**config.mk**
```make
export PLATFORM = sky130hd
export DESIGN_NAME = pixel_scan_ctrl
export DESIGN_NICKNAME = d
export VERILOG_FILES = /design/src/rtl/pixel_scan_ctrl.sv
export SDC_FILE = /design/constraint.sdc
export NUM_CORES = 1
export LEC_CHECK = 0
export CAP_MARGIN = 20
export CORE_MARGIN = 3
export CORE_UTILIZATION = 30
export CTS_CLUSTER_SIZE = 28
export DETAILED_ROUTE_END_ITERATION = 12
export GPL_ROUTABILITY_DRIVEN = 0
export PLACE_DENSITY = 0.51
export SLEW_MARGIN = 40
export SYNTH_ARGS = -nofsm -noshare
export SYNTH_HDL_FRONTEND = slang
export SYNTH_SLANG_ARGS = --single-unit
```
**constraint.sdc**
```tcl
create_clock -name clk -period 7.2 [get_ports clk]
set_clock_uncertainty 0.1 [all_clocks]
set_input_delay 1.44 -clock clk [delete_from_list [all_inputs] [get_ports clk]]
set_output_delay 1.44 -clock clk [all_outputs]
set_load 0.01 [all_outputs]
```
**src/rtl/pixel_scan_ctrl.sv**
```systemverilog
// pixel_scan_ctrl
//
// Frame scan controller feeding the pixel sampler. Walks an H_RES x V_RES
// frame in raster order and issues SPP sample requests per pixel on a
// registered valid/ready stream. Backpressure (out_valid & ~out_ready) is
// exported combinationally as the sampler stall.
//
// Configuration macro: PIXEL_SCAN_CONTINUOUS_EN
//   defined   : DONE returns straight to SCAN, so frames run back to back.
//   undefined : DONE returns to IDLE, and each frame needs a new start.
//
// Ports
//   clk           in   clock, rising edge
//   rst_n         in   asynchronous active-low reset
//   start         in   begin a frame (only looked at in IDLE)
//   abort         in   synchronous abort, returns to IDLE
//   out_ready     in   downstream can accept a request
//   out_valid     out  request valid
//   pixel_x       out  column 0..H_RES-1
//   pixel_y       out  row 0..V_RES-1
//   sample_idx    out  sample 0..SPP-1
//   first_sample  out  sample_idx == 0
//   last_sample   out  sample_idx == SPP-1
//   last_of_frame out  last sample of the last pixel
//   stall         out  out_valid & ~out_ready
//   busy          out  state != IDLE
//   frame_done    out  one-cycle pulse per completed frame
//   frame_count   out  completed frames, wraps at 16 bits
module pixel_scan_ctrl #(
  parameter int H_RES = 800,
  parameter int V_RES = 600,
  parameter int SPP   = 4
) (
  input  logic        clk,
  input  logic        rst_n,
  input  logic        start,
  input  logic        abort,
  input  logic        out_ready,
  output logic        out_valid,
  output logic [9:0]  pixel_x,
  output logic [9:0]  pixel_y,
  output logic [7:0]  sample_idx,
  output logic        first_sample,
  output logic        last_sample,
  output logic        last_of_frame,
  output logic        stall,
  output logic        busy,
  output logic        frame_done,
  output logic [15:0] frame_count
);

  typedef enum logic [1:0] {IDLE, SCAN, DONE} state_t;

  // Flag values of the very first (0,0,0) request of a frame; they depend
  // only on the geometry, so degenerate sizes get the right flags at load.
  localparam logic LOAD_LAST = (SPP == 1);
  localparam logic LOAD_LOF  = (SPP == 1) && (H_RES == 1) && (V_RES == 1);

  state_t      state_q;
  logic        valid_q;
  logic [9:0]  x_q, y_q;
  logic [7:0]  s_q;
  logic        first_q, last_q, lof_q;
  logic        busy_q;
  logic        done_q;
  logic [15:0] count_q;

  // Next request after a handshake, with its flags precomputed so that the
  // flag outputs are registered together with the payload.
  logic        last_s, last_x, last_y;
  logic [9:0]  x_d, y_d;
  logic [7:0]  s_d;
  logic        first_d, last_d, lof_d;

  always_comb begin
    // Compare at 32-bit width so a parameter of 1024 / 256 never truncates.
    last_s  = (int'(s_q) == SPP - 1);
    last_x  = (int'(x_q) == H_RES - 1);
    last_y  = (int'(y_q) == V_RES - 1);
    s_d     = last_s ? 8'd0 : s_q + 8'd1;
    x_d     = x_q;
    y_d     = y_q;
    if (last_s) begin
      x_d = last_x ? 10'd0 : x_q + 10'd1;
      if (last_x) begin
        y_d = last_y ? 10'd0 : y_q + 10'd1;
      end
    end
    first_d = (s_d == 8'd0);
    last_d  = (int'(s_d) == SPP - 1);
    lof_d   = last_d && (int'(x_d) == H_RES - 1) && (int'(y_d) == V_RES - 1);
  end

  always_ff @(posedge clk or negedge rst_n) begin
    if (!rst_n) begin
      state_q <= IDLE;
      valid_q <= 1'b0;
      x_q     <= '0;
      y_q     <= '0;
      s_q     <= '0;
      first_q <= 1'b0;
      last_q  <= 1'b0;
      lof_q   <= 1'b0;
      busy_q  <= 1'b0;
      done_q  <= 1'b0;
      count_q <= '0;
    end else begin
      done_q <= 1'b0;
      if (abort) begin
        // Abort wins over start and over a handshake in the same cycle.
        state_q <= IDLE;
        valid_q <= 1'b0;
        x_q     <= '0;
        y_q     <= '0;
        s_q     <= '0;
        first_q <= 1'b0;
        last_q  <= 1'b0;
        lof_q   <= 1'b0;
        busy_q  <= 1'b0;
      end else begin
        case (state_q)
          IDLE: begin
            if (start) begin
              state_q <= SCAN;
              busy_q  <= 1'b1;
              valid_q <= 1'b1;
              x_q     <= '0;
              y_q     <= '0;
              s_q     <= '0;
              first_q <= 1'b1;
              last_q  <= LOAD_LAST;
              lof_q   <= LOAD_LOF;
            end
          end
          SCAN: begin
            // valid_q is always 1 here, so out_ready alone marks a handshake.
            if (out_ready) begin
              if (lof_q) begin
                state_q <= DONE;
                valid_q <= 1'b0;
                x_q     <= '0;
                y_q     <= '0;
                s_q     <= '0;
                first_q <= 1'b0;
                last_q  <= 1'b0;
                lof_q   <= 1'b0;
                done_q  <= 1'b1;
                count_q <= count_q + 16'd1;
              end else begin
                x_q     <= x_d;
                y_q     <= y_d;
                s_q     <= s_d;
                first_q <= first_d;
                last_q  <= last_d;
                lof_q   <= lof_d;
              end
            end
          end
          DONE: begin
`ifdef PIXEL_SCAN_CONTINUOUS_EN
            state_q <= SCAN;
            valid_q <= 1'b1;
            x_q     <= '0;
            y_q     <= '0;
            s_q     <= '0;
            first_q <= 1'b1;
            last_q  <= LOAD_LAST;
            lof_q   <= LOAD_LOF;
`else
            state_q <= IDLE;
            busy_q  <= 1'b0;
`endif
          end
          default: begin
            state_q <= IDLE;
            valid_q <= 1'b0;
            busy_q  <= 1'b0;
          end
        endcase
      end
    end
  end

  assign out_valid     = valid_q;
  assign pixel_x       = x_q;
  assign pixel_y       = y_q;
  assign sample_idx    = s_q;
  assign first_sample  = first_q;
  assign last_sample   = last_q;
  assign last_of_frame = lof_q;
  assign busy          = busy_q;
  assign frame_done    = done_q;
  assign frame_count   = count_q;
  // Combinational so the sampler sees backpressure in the same cycle.
  assign stall         = valid_q & ~out_ready;

endmodule
```
==> results.txt <==
The tools report the final-layout fill cell count as 1,010. The number of violations of the max-capacitance limit is 0. Setup violations remaining at the end of the flow were counted as 0. The per-cell via count in the routed design came out at 5.181.

The tools report the number of rows in the core area as 35. Setup repair after global routing left no endpoint under its margin. The area growth from synthesis to layout is 24.93%.

For the worst relative slew slack, the log shows 54.46%. Counting every instance in the synthesized netlist gives 337. The depth of the worst register-to-register path was 8. H-tree depth reported by CTS: 2. The tightest min-delay check is of the flop to flop type. The maximum fanout along the worst path came out at 4. Cell internal power was estimated by the tool at 371.0 uW. For the count of hold-fix buffers inserted at cts, the log shows 0. The critical path in this run is classified as input pin to output pin. After layout, the worst path uses 57.00% of the clock period. The power dissipated by switching net loads is 122.0 uW.

Among all flip-flop cells after synthesis, the most frequent one is dfrtp_1. The most critical setup path has its startpoint at out_ready. The wire-length estimate of the detail-placed layout is 5345 um.

The area of the core is 9459 um^2, and the required time of the worst setup path is 5.66 ns. The number of cells on the worst hold path came out at 1. The logs give 44 for the count of cell types in the netlist and 0 for the number of nets still failing antenna checks after routing.

After synthesis, the mean cell area works out to 8.848 um^2. The startpoint identified for the worst register-to-register timing path is sample_idx[0]. The layout cell share with drive strength beyond 1 came out at 5.959%. After detailed routing, the number of remaining DRC violations is 0. Entering global routing, the biggest net connects 53 pins. Global routing consumed, on the met1 layer, 19.03% of the routing resources. The run gives 33.5% as the clock share of power. In this run the worst setup path terminates at stall.

During I/O placement, the number of pins put on the boundary was 56. Dividing the detail-routed wire length by the instance count gives 14.77 um. For this run, global-route usage on met2 was measured as 22.09%. The number of synthesized flops with an enable pin is 0.

The shortest clock period the worst path allows after layout is 4.104 ns, and the clock transition at the registers of the reported paths is 0.09 ns. TritonCTS built the clock tree. The design draws 493.0 uW. The logic gate share of total power was 6.3%. Layer with the highest usage after global routing: met2. Once the floorplan was initialized, standard cells occupied 31.52% of the core. The repair_antennas step left the layout with diodes totalling 0.

Sequential cells account for 60.2% of the total power. The wire length of the first global-routing pass is 12,760 um. In this run the horizontal extent of the chip is 105.7 um. The detailed router finished its first iteration with 101 violations. The worst register-to-register path has a setup slack of 3.97 ns. The share of the Yosys chip area taken by registers is 43.64%. The TritonCTS sink count was 52; the switching part of the total power was 24.75%.

For this run the aggregate overflow at the end of global routing stands at 0. The number of flip-flops and latches in the synthesized netlist works out to 52. The tools report the endpoint of the lowest-slack register-to-register path as last_of_frame. The highest attainable clock frequency was 0.2437 GHz; the synthesized netlist net count was 348. The worst setup path is launched from an input pin. In this run the tool buffered the top-level ports with 55 buffer cells. The latest clock arrival within the worst-skew pair is 0.31 ns, and the worst-case vdd ir drop is 62.83 uV. STA classifies the critical path endpoint as an output pin. Height of the chip: 105.7 um. Global routing consumed, on the met3 layer, 2.756% of the routing resources. After clock tree synthesis, the repair step resized 0 gates. The logs give 0 for the count of final max-slew check failures and 2982 um^2 for the area of the mapped netlist. The maximum count of clock buffers along a single path was 2; the number of global-route vias before repair was 2,510. TritonCTS buffer count: 5. The die covers 11,170 um^2. Global routing consumed, over all layers together, 13.71% of the routing resources. The run finished with clean final reports.

The actual slew at the worst max-slew pin is 0.6832 ns, and the data arrival time at the worst-slack endpoint is 2.56 ns. The number of antenna violations at the first check in global routing is 0, and the sum of routed wire length over all layers is 7607 um. Buffer type at the clock tree root: clkbuf_8.

For the total negative slack, the log shows 0 ns. The analysis attributes to cell leakage a power of 0.001479 uW. Final net count: 397. The post-CTS setup repair buffer count was 0. Across all layers, the routed design uses 2,668 vias.

Count of endpoints failing hold in the final timing report: 0. For this run, the detailed router's first-pass iteration total came to 4. The number of warnings issued by yosys is 0, and the share of flip-flops with an asynchronous set or reset is 100.0%. Power spread over the standard cell area amounts to 132.4 nW/um^2.
area by class of cell:
type	count	area (um^2)	share of cell area [%]
sequential	52	1301	34.93
tap	129	161.4	4.333
timing repair buffer	58	568.0	15.25
multi-input combinational	263	1590	42.69
clock buffer	5	68.82	1.847
inverter	6	22.52	0.6046
clock inverter	2	12.51	0.3359
logic make-up after synthesis:
| kind of cell | share of synthesized area, % |
|---|---|
| buf+inv | 3.022 |
| xor+xnor | 7.344 |
| compound gates | 15.19 |
| mux | 1.133 |
| flops | 43.64 |
| simple gates | 27.15 |
| fa+ha+maj | 2.518 |
critical path: stages:
cell	delay (ns)
clkdlybuf4s50_1	0.46
nor2b_1	0.13
clkdlybuf4s50_1	0.54
power groups by stage:
stage / Clock (uW) / Combinational, uW / Sequential, uW
floorplan: 0 / 12.8 / 303
finish: 165 / 30.9 / 297
global placement: 0 / 31.7 / 303
global route: 182 / 35.4 / 297
detailed placement: 0 / 32.2 / 303
CTS: 175 / 32.2 / 297
synth_stat cells, drive strengths merged, types with 2 or more instances:
cell,instances,area [um^2]
nor4,6,52.55
a31oi,6,37.54
nor2b,3,18.77
o21ai,39,195.2
mux2,3,33.78
nor3,8,40.04
nand2b,2,12.51
a22o,3,26.28
or3,2,12.51
or4,3,26.27
buf,3,18.77
and3,10,62.56
and2,3,18.77
and4,2,17.52
clkbuf,13,48.80
nand4,11,68.82
inv,6,22.52
nand2,42,157.7
ha,6,75.07
nor2,30,112.6
xnor2,17,148.9
or2,4,27.53
nor4b,6,58.80
nor3b,2,15.01
nand3,15,80.08
a21oi,14,70.07
dfrtp,52,1301
o31ai,11,82.58
xor2,8,70.07
through the flow:
step	utilization [%]	hold slack, ns	cells	area (um^2)	worst slack, ns
CTS	39.38	0.3793	515	3725	3.085
floorplan	-	0.4075	337	2982	3.839
finish	39.38	0.3702	515	3725	3.096
global placement	38.52	0.3623	508	3643	3.099
detailed placement	38.52	0.3661	508	3643	3.083
global route	39.38	0.3977	515	3725	3.013
state kept, by name, summed over array words and instances (netlist names):
| signal | count |
|---|---|
| busy | 1 |
| first_sample | 1 |
| frame_count | 16 |
| frame_done | 1 |
| last_of_frame | 1 |
| last_sample | 1 |
| out_valid | 1 |
| pixel_x | 10 |
| pixel_y | 10 |
| sample_idx | 8 |
| state_q | 2 |
per-layer routing:
layer,vias to the layer above,part of all wire (%),wire length [um]
li1,1306,-,-
met1,1305,50,3784
met2,49,45,3442
met3,8,4.0,305
met4,0,0.99,75
met5,-,0,0
cells in the final DEF, fill, tap and decap left out, types with 2 or more instances in the layout:
cell / Yosys / layout
clkdlybuf4s50_1: 0 / 54
dfrtp_1: 52 / 52
nand2_1: 42 / 42
o21ai_0: 31 / 31
nor2_1: 30 / 30
xnor2_1: 17 / 17
nand3_1: 14 / 14
a21oi_1: 14 / 14
nand4_1: 11 / 11
o31ai_1: 11 / 11
and3_1: 10 / 10
xor2_1: 8 / 8
o21ai_1: 8 / 8
nor3_1: 8 / 8
inv_1: 6 / 6
a31oi_1: 6 / 6
ha_1: 6 / 6
nor4_1: 5 / 5
nor4b_1: 5 / 5
clkbuf_8: 0 / 5
nor2b_1: 3 / 3
mux2_2: 3 / 3
a22o_1: 3 / 3
and2_1: 3 / 3
buf_4: 0 / 3
and4_1: 2 / 2
or3_1: 2 / 2
or2_2: 2 / 2
or4_1: 2 / 2
nand2b_1: 2 / 2
nor3b_1: 2 / 2
how the worst min path moves through the flow:
stage / startpoint / end / slack [ns]
5_1_grt: frame_count[15] / frame_count[15] / 0.40
2_1_floorplan: frame_count[15] / frame_count[15] / 0.41
3_5_place_dp: frame_count[15] / frame_count[15] / 0.37
4_1_cts: frame_count[15] / frame_count[15] / 0.38
6_report: frame_count[15] / frame_count[15] / 0.37
3_3_place_gp: frame_count[15] / frame_count[15] / 0.36
(Power assumes the default switching activity.)
